<file path="src/rtl/ov7670_fb_writer_pkg.sv">
// Shared types and default geometry for the OV7670 frame-buffer capture path.
package fb_pkg;

    typedef enum logic [2:0] {
        IDLE,
        WAIT_VS,
        WAIT_END,
        CAPTURE,
        DONE
    } fb_state_t;

    typedef struct packed {
        logic [4:0] r5;
        logic [5:0] g6;
        logic [4:0] b5;
    } rgb565_t;

    localparam int QVGA_H_PIXELS   = 320;
    localparam int QVGA_V_LINES    = 240;
    localparam int QVGA_ADDR_WIDTH = 17;

    // The camera sends the red/green-high byte first.
    function automatic rgb565_t pack_rgb565(input logic [7:0] hi, input logic [7:0] lo);
        return rgb565_t'({hi, lo});
    endfunction

endpackage

</file>
<file path="src/rtl/ov7670_in_sync.sv">
// Registers the raw camera bus once and derives edge strobes from a second copy.
module ov7670_in_sync (
    input  logic       clk,
    input  logic       rst,
    input  logic       cam_vsync,
    input  logic       cam_href,
    input  logic [7:0] cam_d,
    output logic       href,
    output logic [7:0] d,
    output logic       vsync_rise,
    output logic       vsync_fall,
    output logic       href_fall
);

    logic vsync_q;
    logic vsync_q2;
    logic href_q2;

    always_ff @(posedge clk or posedge rst) begin
        if (rst) begin
            vsync_q  <= 1'b0;
            href     <= 1'b0;
            d        <= 8'h00;
            vsync_q2 <= 1'b0;
            href_q2  <= 1'b0;
        end else begin
            vsync_q  <= cam_vsync;
            href     <= cam_href;
            d        <= cam_d;
            vsync_q2 <= vsync_q;
            href_q2  <= href;
        end
    end

    assign vsync_rise = vsync_q & ~vsync_q2;
    assign vsync_fall = ~vsync_q & vsync_q2;
    assign href_fall  = ~href & href_q2;

endmodule

</file>
<file path="src/rtl/ov7670_fb_writer.sv">
// Captures one cropped OV7670 frame per request into the frame-buffer write port
// as RGB565 words, reporting completion, line count and geometry errors.
module ov7670_fb_writer
    import fb_pkg::*;
#(
    parameter int H_PIXELS   = QVGA_H_PIXELS,
    parameter int V_LINES    = QVGA_V_LINES,
    parameter int ADDR_WIDTH = QVGA_ADDR_WIDTH
) (
    input  logic                  clk,
    input  logic                  rst,
    input  logic                  cam_vsync,
    input  logic                  cam_href,
    input  logic [7:0]            cam_d,
    input  logic                  capture_req,
    input  logic                  abort,
    output logic                  ram_we,
    output logic [ADDR_WIDTH-1:0] ram_addr,
    output logic [15:0]           ram_di,
    output logic                  busy,
    output logic                  frame_done,
    output logic                  frame_err,
    output logic [9:0]            lines_seen
);

    localparam int XW = $clog2(H_PIXELS + 2);
    localparam int YW = $clog2(V_LINES + 1);

    localparam logic [XW-1:0]         X_FULL    = XW'(H_PIXELS);
    localparam logic [XW-1:0]         X_SAT     = XW'(H_PIXELS + 1);
    localparam logic [YW-1:0]         Y_FULL    = YW'(V_LINES);
    localparam logic [YW-1:0]         Y_LAST    = YW'(V_LINES - 1);
    localparam logic [ADDR_WIDTH-1:0] BASE_STEP = ADDR_WIDTH'(H_PIXELS);
    localparam logic [9:0]            V_LINES10 = 10'(V_LINES);

    if ((64'd1 << ADDR_WIDTH) < (64'(H_PIXELS) * 64'(V_LINES))) begin : g_addr_check
        $error("ov7670_fb_writer: ADDR_WIDTH cannot hold H_PIXELS*V_LINES words");
    end

    logic       href;
    logic [7:0] d;
    logic       vsync_rise;
    logic       vsync_fall;
    logic       href_fall;

    ov7670_in_sync u_in_sync (
        .clk        (clk),
        .rst        (rst),
        .cam_vsync  (cam_vsync),
        .cam_href   (cam_href),
        .cam_d      (cam_d),
        .href       (href),
        .d          (d),
        .vsync_rise (vsync_rise),
        .vsync_fall (vsync_fall),
        .href_fall  (href_fall)
    );

    fb_state_t             state;
    logic [XW-1:0]         x;
    logic [YW-1:0]         y;
    logic [ADDR_WIDTH-1:0] line_base;
    logic                  phase;
    logic [7:0]            hi_byte;
    logic [9:0]            line_count;
    logic                  line_err;

    logic                  line_has_bytes;
    logic                  line_bad;
    logic [9:0]            lines_final;
    logic                  err_final;

    // Closing view of the line in progress, used both at href fall and when vsync cuts a line short.
    always_comb begin
        line_has_bytes = (x != '0) || phase;
        line_bad       = (x != X_FULL) || phase;
        lines_final    = line_count;
        if (line_has_bytes && (line_count != 10'h3FF)) begin
            lines_final = line_count + 10'd1;
        end
        err_final = line_err || (line_has_bytes && line_bad) || (lines_final != V_LINES10);
    end

    always_ff @(posedge clk or posedge rst) begin
        if (rst) begin
            state      <= IDLE;
            busy       <= 1'b0;
            ram_we     <= 1'b0;
            ram_addr   <= '0;
            ram_di     <= 16'h0000;
            frame_done <= 1'b0;
            frame_err  <= 1'b0;
            lines_seen <= 10'd0;
            x          <= '0;
            y          <= '0;
            line_base  <= '0;
            phase      <= 1'b0;
            hi_byte    <= 8'h00;
            line_count <= 10'd0;
            line_err   <= 1'b0;
        end else begin
            ram_we     <= 1'b0;
            frame_done <= 1'b0;
            if (abort) begin
                state <= IDLE;
                busy  <= 1'b0;
            end else begin
                unique case (state)
                    IDLE: begin
                        if (capture_req) begin
                            state      <= WAIT_VS;
                            busy       <= 1'b1;
                            frame_err  <= 1'b0;
                            lines_seen <= 10'd0;
                        end
                    end
                    WAIT_VS: begin
                        if (vsync_rise) begin
                            state <= WAIT_END;
                        end
                    end
                    WAIT_END: begin
                        if (vsync_fall) begin
                            state      <= CAPTURE;
                            x          <= '0;
                            y          <= '0;
                            line_base  <= '0;
                            phase      <= 1'b0;
                            line_count <= 10'd0;
                            line_err   <= 1'b0;
                        end
                    end
                    CAPTURE: begin
                        if (vsync_rise) begin
                            state      <= DONE;
                            frame_done <= 1'b1;
                            frame_err  <= err_final;
                            lines_seen <= lines_final;
                        end else if (href_fall) begin
                            x     <= '0;
                            phase <= 1'b0;
                            if (line_has_bytes) begin
                                line_count <= lines_final;
                                line_err   <= line_err || line_bad;
                                if (y != Y_FULL) begin
                                    y <= y + 1'b1;
                                end
                                // Base stops at the last stored line; rows beyond it are never written.
                                if (y < Y_LAST) begin
                                    line_base <= line_base + BASE_STEP;
                                end
                            end
                        end else if (href) begin
                            phase <= ~phase;
                            if (!phase) begin
                                hi_byte <= d;
                            end else begin
                                if (x != X_SAT) begin
                                    x <= x + 1'b1;
                                end
                                if ((x < X_FULL) && (y < Y_FULL)) begin
                                    ram_we   <= 1'b1;
                                    ram_addr <= line_base + ADDR_WIDTH'(x);
                                    ram_di   <= pack_rgb565(hi_byte, d);
                                end
                            end
                        end
                    end
                    DONE: begin
                        state <= IDLE;
                        busy  <= 1'b0;
                    end
                    default: begin
                        state <= IDLE;
                        busy  <= 1'b0;
                    end
                endcase
            end
        end
    end

endmodule
</file>
<file path="config.mk">
export PLATFORM = sky130hd
export DESIGN_NAME = ov7670_fb_writer
export DESIGN_NICKNAME = d
export VERILOG_FILES = /design/src/rtl/ov7670_fb_writer_pkg.sv /design/src/rtl/ov7670_in_sync.sv /design/src/rtl/ov7670_fb_writer.sv
export SDC_FILE = /design/constraint.sdc
export NUM_CORES = 1
export LEC_CHECK = 0
export ABC_AREA = 1
export BUFFER_PORTS_ARGS = -buffer_cell sky130_fd_sc_hd__buf_2
export CORE_UTILIZATION = 45
export CTS_CLUSTER_DIAMETER = 80
export DETAILED_ROUTE_END_ITERATION = 16
export PLACE_DENSITY = 0.65
export SLEW_MARGIN = 20
export SYNTH_ARGS = -nofsm -noshare
export SYNTH_HDL_FRONTEND = slang
export SYNTH_SLANG_ARGS = --single-unit
</file>
<file path="constraint.sdc">
create_clock -name clk -period 10.8 [get_ports clk]
set_input_delay 2.16 -clock clk [delete_from_list [all_inputs] [get_ports clk]]
set_output_delay 2.16 -clock clk [all_outputs]
set_load 0.01 [all_outputs]
</file>
# Word-level counts from Yosys, hierarchy flattened
# Cells that the tools add are included.
# classes
order_cmp	3
n_bitwise	10
reduce_logical	23
addsub	5
n_mux	59
eq_ne	24
# op_table
op	n
$mux 17	5
$mux 10	7
$mux 9	6
$mux 8	5
$pmux 10 s2	2
$pmux 17 s2	1
$reduce_and 7->1	4
$mux 1	21
$ne 9x9->1 const B	2
$pmux 9 s2	1
$add 17x9->17	1
$add 17x9->17 const B	1
$lt 8x8->1 const B	2
$pmux 8 s2	1
$mux 3	5
$ne 2x2->1 const B	6
$ne 3x2->1 const B	4
$pmux 3 s4	1
$reduce_and 6->1	2
$add 10x1->10 const B	1
$ne 10x10->1 const B	1
$ne 10x8->1 const B	1
$add 9x1->9 const B	1
$lt 9x9->1 const B	1
18 further kinds	42
# word_totals
output_inout_bits	47
register_bits	116
word_cells	144
in_bits	14

# Depth between registers and ports, before layout
# Gate-level depths: netlist of the first run.
# logic_depth
ltp_word	9
ltp_mapped	15
ltp_nobuf	15

# Hierarchy
# Synthesis of the first run repeated with hierarchy kept, for this count alone.
# unflattened
cells_unflattened	674
area_unflattened_um2	5599.1
# by_module_without_submodules
mod	instances	area_each_um2	cells_per_inst	seq_area_each_um2
ov7670_fb_writer	1	5272.6	655	2452.4
ov7670_in_sync	1	326.6	19	300.3

# Worst setup path before layout of the first run
# OpenSTA, ideal clock, no wires.
# synth_timing
path_kind	input port to flip-flop
start	input abort
end	register line_base[8]
n_path_buf	1
required_time_ps	10724
cell_stages	10
setup_ps	76
arrival_ps	3080
setup_slack_ps	7644
cell_sequence	nor2_2 > nand2_1 > nor2_2 > nand2_2 > inv_2 > nand2_4 > nor2_4 > buf_6 > nand4_1 > o21ai_1
# synth_via
elab_chain_len	2
# synth_rtl
item	line_no	rtl
from (decl)	ov7670_fb_writer.sv:16	input logic abort,
$not 1->1 (no source line)	--	
$reduce_and 7->1 (no source line)	--	
to (signal assigned)	ov7670_fb_writer.sv:150	line_base <= line_base + BASE_STEP;
to (decl)	ov7670_fb_writer.sv:62	logic [ADDR_WIDTH-1:0] line_base;
# No other way between the ends.
# A chain may end at the register's enable or synchronous reset.

# Worst setup path after layout of the first run
# layout_timing
start	input abort
end	register line_base[15]
# Same word-level chain as after synthesis.

==> impl_metrics.prom, run 1 <==
# TYPE chip_impl_metric gauge
chip_impl_info{name="run_status",value="finished, final reports clean"} 1
chip_impl_info{name="worstPathCellList",value="buf_2 > nor2_2 > nand2_1 > nor2_2 > nand2_2 > inv_2 > nand2_4 > nor2_4 > nand4_1 > o21ai_1"} 1
chip_impl_metric{name="design.portCount",unit=""} 61
chip_impl_metric{name="synth-async-reset-ratio",unit="%"} 100
chip_impl_metric{name="r2r_slack",unit="ns"} 8.52
chip_impl_metric{name="cts_buffer_depth",unit=""} 2
chip_impl_metric{name="area.growth.synth_to_final",unit="%"} 12.0
chip_impl_metric{name="antenna_found_initial",unit=""} 0
chip_impl_metric{name="powerDensity",unit="nW/um^2"} 215
chip_impl_metric{name="worst-path-max-fanout",unit=""} 23
chip_impl_info{name="critPathKind",value="primary input to register"} 1
chip_impl_info{name="regToRegStartpoint",value="state[1]"} 1
chip_impl_info{name="rsz0062_at_grt",value="no"} 1
chip_impl_metric{name="sequential_cell_area",unit="sq um"} 2750
chip_impl_metric{name="worst_path_largest_cell_delay",unit="ns"} 0.42
chip_impl_metric{name="fillCellCount",unit=""} 1109
chip_impl_info{name="critical-path-top-cell-by-count",value="nor2_2"} 1
chip_impl_metric{name="wirelength",unit="microns"} 12000
chip_impl_metric{name="via_count",unit=""} 4620
chip_impl_info{name="crit_path_end_kind",value="register"} 1
chip_impl_metric{name="fin_crit",unit="ns"} 3.35
chip_impl_info{name="synth_most_common_cell",value="nand2_1"} 1
chip_impl_metric{name="crit_arrival",unit="ns"} 3.64
chip_impl_metric{name="inserted_clock_buffers",unit=""} 9
chip_impl_metric{name="post_drt_via_cell_ratio",unit=""} 5.10
chip_impl_metric{name="clkSlewWorstSetupHoldPaths",unit="ns"} 0.07
chip_impl_info{name="critical_path.slowest_cell",value="nor2_4"} 1
chip_impl_metric{name="min_delay_path_depth",unit=""} 0
chip_impl_metric{name="residual_drc",unit=""} 0
chip_impl_metric{name="die_y",unit="microns"} 113
chip_impl_metric{name="cp_data_required_time",unit="ns"} 11.08
chip_impl_metric{name="worstSkewPairLatency",unit="ns"} 0.36
chip_impl_metric{name="die_width",unit="microns"} 113
chip_impl_metric{name="relSlewSlack",unit="%"} 45.8
chip_impl_metric{name="rows",unit=""} 40
chip_impl_info{name="yosys.area.top_type",value="dfrtp_1"} 1
chip_impl_metric{name="cts.repair_timing.setup_buffer_count",unit=""} 0
chip_impl_metric{name="synth_enable_flop_cells",unit=""} 0
chip_impl_metric{name="clock_sink_count",unit=""} 110
chip_impl_metric{name="drtAntennaViolNets",unit=""} 0
chip_impl_metric{name="overall_overflow_remaining_after_global_route",unit=""} 0
chip_impl_info{name="synth.cells.most_frequent",value="nand2_1, dfrtp_1, inv_1"} 1
chip_impl_metric{name="dp_hpwl",unit="microns"} 8600
chip_impl_metric{name="static-leakage-power",unit="nW"} 3.14
chip_impl_metric{name="largest_net_degree_at_the_start_of_global_routing",unit=""} 65
chip_impl_info{name="cts_root_buffer",value="clkbuf_16"} 1
chip_impl_metric{name="setup_total_negative_slack",unit="ns"} 0
chip_impl_metric{name="timing.hold.ws",unit="ns"} 0.374
chip_impl_metric{name="worst_pin_slew",unit="ns"} 0.813
chip_impl_metric{name="detailedRoute.firstPassIterationCount",unit=""} 5
chip_impl_metric{name="report.final.setup_viol",unit=""} 0
chip_impl_metric{name="layout_worst_path_cycle_share",unit="%"} 31.0
chip_impl_metric{name="first_iter_violations",unit=""} 336
chip_impl_info{name="synthFlopType",value="dfrtp_1"} 1
chip_impl_metric{name="cells_after_synthesis",unit=""} 678
chip_impl_metric{name="syn_nets",unit=""} 703
chip_impl_metric{name="synth_area_per_cell",unit="sq um"} 8.22
chip_impl_metric{name="synth-seq-cells",unit=""} 110
chip_impl_metric{name="area_of_combinational_cells_with_multiple_inputs",unit="sq um"} 2400
chip_impl_metric{name="number_of_instances_resized_during_post_cts_repair",unit=""} 0
chip_impl_metric{name="floorplan.initialDensity",unit="%"} 46.2
chip_impl_info{name="start_kind",value="primary input"} 1
chip_impl_metric{name="wire_length_of_the_first_global_routing_pass",unit="microns"} 20700
chip_impl_info{name="hp-start",value="u_in_sync.href"} 1
chip_impl_metric{name="globalRouteTotalUtil",unit="%"} 20.4
chip_impl_metric{name="ctsHtreeMaxLevel",unit=""} 3
chip_impl_metric{name="drive_gt1_share",unit="%"} 15.2
chip_impl_metric{name="synth_warnings",unit=""} 0
chip_impl_metric{name="netlist_area",unit="sq um"} 5570
chip_impl_metric{name="worstRegToRegCells",unit=""} 11
chip_impl_info{name="r2r_end",value="line_base[15]"} 1
chip_impl_metric{name="synthDominantCellAreaShare",unit="%"} 49.4
chip_impl_info{name="tritoncts_clock_tree",value="built"} 1
chip_impl_metric{name="num-nets-final",unit=""} 757
chip_impl_metric{name="num_antenna_cells",unit=""} 0
chip_impl_metric{name="finClkSkew",unit="ns"} 0.00871
chip_impl_metric{name="post_synth_num_cell_types",unit=""} 45
chip_impl_info{name="min_delay_worst_endpoint",value="u_in_sync.href_q2"} 1
chip_impl_metric{name="drt-wirelength-per-cell",unit="microns"} 13.3
chip_impl_metric{name="floorplan.die_area",unit="sq um"} 12800
chip_impl_metric{name="coreArea",unit="sq um"} 12100
chip_impl_metric{name="io_buffers",unit=""} 60
chip_impl_metric{name="hold_buffer_count_at_cts",unit=""} 0
chip_impl_metric{name="slew_violations",unit=""} 0
chip_impl_metric{name="clock.fmax",unit="MHz"} 298
chip_impl_metric{name="gp_congestion",unit=""} 0.864
chip_impl_info{name="min-delay-path-class",value="register to register"} 1
chip_impl_metric{name="max_cap_violations",unit=""} 0
chip_impl_metric{name="grt_pass1_vias",unit=""} 4454
chip_impl_metric{name="synth.yosys.seq_area_share",unit="%"} 49.4
chip_impl_metric{name="ir_drop",unit="mV"} 0.126
chip_impl_metric{name="finalHoldViolCount",unit=""} 0
chip_impl_info{name="synth.area.top_cells",value="dfrtp_1, nand2_1, inv_1, o21ai_0, nand3_1"} 1
power by group:
part / leakage, nW / internal [mW] / total [mW] / switching [mW]
Combinational: 1.52 / 0.147 / 0.453 / 0.306
Sequential: 1.49 / 0.499 / 0.576 / 0.0771
Clock: 0.133 / 0.158 / 0.311 / 0.153
Total: 3.14 / 0.804 / 1.34 / 0.536
layout by cell type, fill, tap and decap left out, drive strengths merged, types with 3 or more instances in the layout:
cell type    n
nor2        53
buf         63
a21oi       19
a31oi        4
ha          11
o21ai       73
clkbuf      10
dfrtp      110
xor2        15
nand4       17
inv         76
nor3        10
clkinv       4
xnor2        4
nand2      204
o31ai        3
nand3       44
per-stage QoR:
step	std cells	util, %	total power, mW	instance area (sq um)	setup slack [ns]
floorplan	678	-	0.907	5570	5.74
global placement	889	49.5	1.02	5970	7.16
detailed placement	889	49.5	1.04	5970	7.08
CTS	905	51.8	1.35	6240	7.46
global route	905	51.8	1.45	6240	7.25
finish	905	51.8	1.34	6240	7.45
layout make-up:
cell class | instances | share of cell area (%)
Clock buffer | 10 | 3.67
Clock inverter | 6 | 0.762
Inverter | 75 | 4.55
Multi-Input combinational cell | 473 | 38.4
Sequential cell | 110 | 44.1
Tap cell | 168 | 3.37
Timing Repair Buffer | 63 | 5.17
how the worst max path moves through the flow:
stage	to	startpoint	cells past startpoint	slack, ns
detailed placement	line_base[15]	abort	10	7.08
global route	line_base[11]	abort	10	7.25
CTS	line_base[15]	abort	10	7.46
global placement	ram_addr[16]	abort	9	7.16
finish	line_base[15]	abort	10	7.45
floorplan	busy	rst	1	5.74
flip-flops by register name, indices dropped and copies added (netlist names):
signal / cells
x: 9
frame_done: 1
u_in_sync.href_q2: 1
line_base: 11
line_count: 10
line_err: 1
u_in_sync.d: 8
hi_byte: 8
u_in_sync.vsync_q2: 1
u_in_sync.href: 1
u_in_sync.vsync_q: 1
frame_err: 1
y: 8
state: 3
ram_we: 1
phase: 1
lines_seen: 10
ram_di: 16
busy: 1
ram_addr: 17
worst max-delay path: cells and delay by family:
family / cells / cell delay, ns
and+or+nand+nor: 7 / 1.16
buffers and inverters: 2 / 0.22
AOI/OAI and AO/OA: 1 / 0.11
logic make-up after synthesis:
family                     count (synthesis)  share of synthesized area, %
and+or+nand+nor                          334                          26.2
DFF                                      110                          49.4
AOI/OAI and AO/OA                        108                          11.3
buffers and inverters                     95                          7.61
xor gates and xnor gates                  19                          2.99
adders and majority gates                 11                          2.47
other                                      1                        0.0673
layer usage:
metal	wire length, microns	GRT usage [%]
met3	446	4.23
met2	5740	33.6
met1	5580	26.0
met5	0	0
met4	264	8.86
Note: power is estimated with default switching activity, not from simulation.
==> inputs of run 2 (changes only) <==
--- a/config.mk
+++ b/config.mk
@@ -5,12 +5,12 @@
 export SDC_FILE = /design/constraint.sdc
 export NUM_CORES = 1
 export LEC_CHECK = 0
-export ABC_AREA = 1
+export ABC_AREA = 0
 export BUFFER_PORTS_ARGS = -buffer_cell sky130_fd_sc_hd__buf_2
 export CORE_UTILIZATION = 45
 export CTS_CLUSTER_DIAMETER = 80
 export DETAILED_ROUTE_END_ITERATION = 16
-export PLACE_DENSITY = 0.65
+export PLACE_DENSITY = 0.68
 export SLEW_MARGIN = 20
 export SYNTH_ARGS = -nofsm -noshare
 export SYNTH_HDL_FRONTEND = slang
==> constraint.sdc (replaced) <==
create_clock -name clk -period 2.88 [get_ports clk]
set_input_delay 0.576 -clock clk [delete_from_list [all_inputs] [get_ports clk]]
set_output_delay 0.576 -clock clk [all_outputs]
set_load 0.01 [all_outputs]
==> run 2 against run 1 <==
  * Clock skew up 0.0042 ns
  * Largest cell class unchanged
  * Non-clock buffer count up 13
  * Clock power grew to 4.1 times the previous value
  * Via count shrank 18%
  * Critical endpoint is now frame_err
  * Synthesized cell count fell by 28%
  * Critical path depth down 2
  * Utilization increased by 2.6 points
  * Routed wire length is 11% lower
  * Count of clock-buffer cells in the layout is the same
  * Final area is 3.9% lower
  * Synthesized area shrank 7.2%
==> impl_metrics.prom, run 2 <==
# TYPE chip_impl_metric gauge
chip_impl_metric{name="inserted_clock_buffers",unit=""} 9
chip_impl_metric{name="floorplan.initialDensity",unit="%"} 46.9
chip_impl_metric{name="combPwrFrac",unit="%"} 11.7
chip_impl_metric{name="clkSlewWorstSetupHoldPaths",unit="ns"} 0.08
chip_impl_info{name="tritoncts_clock_tree",value="built"} 1
chip_impl_metric{name="relSlewSlack",unit="%"} 44.4
chip_impl_metric{name="ctsHtreeMaxLevel",unit=""} 3
chip_impl_info{name="min-delay-path-class",value="primary input to register"} 1
chip_impl_metric{name="synth_simple_gate_area_share",unit="%"} 16.5
chip_impl_metric{name="sequential_cell_area",unit="sq um"} 2750
chip_impl_metric{name="floorplan.die_area",unit="sq um"} 11900
chip_impl_metric{name="max_cap_violations",unit=""} 0
chip_impl_metric{name="largest_net_degree_at_the_start_of_global_routing",unit=""} 37
chip_impl_metric{name="residual_drc",unit=""} 0
chip_impl_metric{name="powerDensity",unit="nW/um^2"} 567
chip_impl_metric{name="first_iter_violations",unit=""} 186
chip_impl_metric{name="hold_buffer_count_at_cts",unit=""} 0
chip_impl_metric{name="design.portCount",unit=""} 61
chip_impl_metric{name="fillCellCount",unit=""} 1005
chip_impl_metric{name="layout_worst_path_cycle_share",unit="%"} 92.3
chip_impl_metric{name="coreArea",unit="sq um"} 11000
chip_impl_metric{name="io_buffers",unit=""} 60
chip_impl_metric{name="cts_buffer_depth",unit=""} 2
chip_impl_metric{name="finalHoldViolCount",unit=""} 0
chip_impl_metric{name="die_width",unit="microns"} 109
chip_impl_metric{name="synth.mux.area_fraction",unit="%"} 7.30
chip_impl_info{name="regToRegStartpoint",value="x[0]"} 1
chip_impl_metric{name="clock.fmax",unit="MHz"} 376
chip_impl_metric{name="p_sw_share",unit="%"} 26.9
chip_impl_metric{name="grt_pass1_vias",unit=""} 3594
chip_impl_metric{name="synth-compound-area-share",unit="%"} 10.7
chip_impl_metric{name="adder_and_majority_gate_portion_of_the_synthesized_area",unit="%"} 2.66
chip_impl_metric{name="switching_power_of_the_nets",unit="uW"} 913
chip_impl_metric{name="worstSkewPairLatency",unit="ns"} 0.35
chip_impl_metric{name="detailedRoute.firstPassIterationCount",unit=""} 4
chip_impl_info{name="most-common-layout-cells",value="dfrtp_1, buf_2, nor2_1"} 1
chip_impl_metric{name="wirelength",unit="microns"} 10700
chip_impl_metric{name="syn_nets",unit=""} 513
chip_impl_info{name="synthFlopType",value="dfrtp_1"} 1
chip_impl_metric{name="cells_after_synthesis",unit=""} 488
chip_impl_metric{name="worst_pin_slew",unit="ns"} 0.832
chip_impl_metric{name="setup_total_negative_slack",unit="ns"} 0
chip_impl_metric{name="drt-wirelength-per-cell",unit="microns"} 15.3
chip_impl_metric{name="cts.repair_timing.setup_buffer_count",unit=""} 0
chip_impl_info{name="yosys.area.top_type",value="dfrtp_1"} 1
chip_impl_metric{name="post_synth_num_cell_types",unit=""} 53
chip_impl_info{name="cts_root_buffer",value="clkbuf_16"} 1
chip_impl_metric{name="largest_reg_flops",unit=""} 17
chip_impl_info{name="dominant_combinational_cell_family_by_area_after_synthesis",value="simple AND/OR/NAND/NOR gates"} 1
chip_impl_metric{name="synth-async-reset-ratio",unit="%"} 100
chip_impl_info{name="run_status",value="finished, final reports clean"} 1
chip_impl_metric{name="gp_congestion",unit=""} 0.855
chip_impl_info{name="min_delay_worst_endpoint",value="u_in_sync.d[2]"} 1
chip_impl_metric{name="finClkSkew",unit="ns"} 0.0129
chip_impl_metric{name="power.share.sequential",unit="%"} 50.7
chip_impl_metric{name="synth_warnings",unit=""} 0
chip_impl_metric{name="drive_gt1_share",unit="%"} 24.4
chip_impl_info{name="r2r_end",value="frame_err"} 1
chip_impl_metric{name="overall_overflow_remaining_after_global_route",unit=""} 0
chip_impl_info{name="mostFrequentLayoutCell",value="dfrtp_1"} 1
chip_impl_info{name="start_kind",value="register"} 1
chip_impl_metric{name="report.final.setup_viol",unit=""} 0
chip_impl_metric{name="wire_length_of_the_first_global_routing_pass",unit="microns"} 17500
chip_impl_metric{name="rows",unit=""} 38
chip_impl_metric{name="num_antenna_cells",unit=""} 0
chip_impl_metric{name="num-nets-final",unit=""} 578
chip_impl_metric{name="cell_area_after_layout",unit="sq um"} 6000
chip_impl_metric{name="crit_arrival",unit="ns"} 2.87
chip_impl_metric{name="internal_pwr_total",unit="mW"} 2.49
chip_impl_metric{name="synth-xor-area-share",unit="%"} 6.94
chip_impl_info{name="critPathKind",value="register to register"} 1
chip_impl_metric{name="slew_violations",unit=""} 0
chip_impl_info{name="top_regs",value="ram_addr (17), ram_di (16), line_base (11)"} 1
chip_impl_info{name="synth.area.top_cells",value="dfrtp_1, mux2_2, nor2_1, xnor2_1, xor2_1"} 1
chip_impl_metric{name="die_y",unit="microns"} 109
chip_impl_info{name="crit_path_end_kind",value="register"} 1
chip_impl_info{name="hp-start",value="cam_d[2]"} 1
chip_impl_metric{name="timing.hold.ws",unit="ns"} 0.321
chip_impl_metric{name="antenna_found_initial",unit=""} 0
chip_impl_metric{name="synthDominantCellAreaShare",unit="%"} 53.2
chip_impl_info{name="synth.cells.most_frequent",value="dfrtp_1, nor2_1, nand2_1"} 1
chip_impl_metric{name="globalRouteTotalUtil",unit="%"} 19.3
chip_impl_metric{name="area_of_combinational_cells_with_multiple_inputs",unit="sq um"} 2290
chip_impl_metric{name="synth_enable_flop_cells",unit=""} 0
chip_impl_metric{name="netlist_area",unit="sq um"} 5170
chip_impl_info{name="synth_most_common_cell",value="dfrtp_1"} 1
chip_impl_metric{name="synth_area_per_cell",unit="sq um"} 10.6
chip_impl_info{name="max_flop_register",value="ram_addr"} 1
chip_impl_metric{name="min_delay_path_depth",unit=""} 1
chip_impl_metric{name="dp_hpwl",unit="microns"} 7460
chip_impl_metric{name="placement.cell_area",unit="sq um"} 5690
chip_impl_metric{name="static-leakage-power",unit="nW"} 2.88
chip_impl_metric{name="cp_data_required_time",unit="ns"} 3.09
chip_impl_metric{name="share_clk_of_total_power",unit="%"} 37.6
chip_impl_metric{name="final_core_util",unit="%"} 54.4
chip_impl_metric{name="worstRegToRegCells",unit=""} 8
chip_impl_metric{name="synth-seq-cells",unit=""} 110
chip_impl_metric{name="synth.yosys.seq_area_share",unit="%"} 53.2
chip_impl_metric{name="clock_sink_count",unit=""} 110
chip_impl_metric{name="fin_crit",unit="ns"} 2.66
chip_impl_metric{name="drtAntennaViolNets",unit=""} 0
chip_impl_metric{name="post_drt_via_cell_ratio",unit=""} 5.42
chip_impl_metric{name="number_of_instances_resized_during_post_cts_repair",unit=""} 0
chip_impl_metric{name="via_count",unit=""} 3781
chip_impl_metric{name="worst-path-max-fanout",unit=""} 11
chip_impl_metric{name="r2r_slack",unit="ns"} 0.22
chip_impl_metric{name="area.growth.synth_to_final",unit="%"} 16.0
chip_impl_info{name="rsz0062_at_grt",value="no"} 1
chip_impl_metric{name="ir_drop",unit="mV"} 0.470
run 2: changes by cell type after synthesis, moves of 10 or more:
cell,delta
nand3_1,-26
clkbuf_1,+11
o21ai_1,-18
inv_1,-61
mux2_2,+30
xnor2_1,+18
nand2_1,-159
o21ai_0,-14
nor2_1,+10
run 2: layout make-up:
class | instances | area share (%)
clock buffer | 10 | 3.82
clock inverter | 6 | 1.27
inverter | 10 | 0.688
multi-input combinational | 346 | 38.2
sequential | 110 | 45.9
tap | 140 | 2.92
timing repair buffer | 76 | 7.22
run 2: per-layer routing:
metal  share of wire, %  track usage, %  vias up  wire [microns]
li1                   -               -     1843               -
met1                 47            25.3     1871            4950
met2                 49            31.5       65            5230
met3                3.9            4.84        2             418
met4               0.48            5.90        0              51
met5                  0               0        -               0
run 2: metrics by stage:
stage | instances | worst slack, ns | total power [mW]
global placement | 682 | 0.292 | 2.14
global route | 698 | 0.117 | 3.57
CTS | 698 | 0.221 | 3.45
floorplan | 488 | 0.610 | 2.04
detailed placement | 682 | 0.228 | 2.15
finish | 698 | 0.222 | 3.40
run 2: power by group through the flow:
stage / combinational, mW / sequential [mW] / clock (mW)
after CTS: 0.403 / 1.72 / 1.33
after global routing: 0.453 / 1.74 / 1.38
after floorplan: 0.306 / 1.73 / 0
after global placement: 0.391 / 1.75 / 0
final: 0.398 / 1.73 / 1.28
after detailed placement: 0.399 / 1.76 / 0
run 2: cell families (layout without fill, tap and decap cells):
kind of cell               Yosys count  after routing
muxes                               34             34
DFF                                110            110
and+or+nand+nor                    170            170
AOI/OAI and AO/OA                   89             89
adders and majority gates           11             11
xor gates and xnor gates            41             41
buffers and inverters               32            102
other                                1              1
run 2: how the worst max path moves through the flow:
stage / end / slack [ns] / startpoint / cells after the start
2_1_floorplan: frame_err / 0.61 / x[1] / 9
5_1_grt: line_count[1] / 0.12 / x[0] / 7
3_5_place_dp: frame_err / 0.23 / x[0] / 8
6_report: frame_err / 0.22 / x[0] / 8
4_1_cts: frame_err / 0.22 / x[0] / 8
3_3_place_gp: frame_err / 0.29 / x[0] / 8
run 2: critical path, stage by stage, from the launching register on:
cell and delay, ns:
dfrtp_1 0.45, inv_1 0.11, ha_1 0.16, or4b_4 0.47, nor3_2 0.31, nor2_1 0.28, mux2i_1 0.36, and4b_1 0.26
a41oi_1 0.13
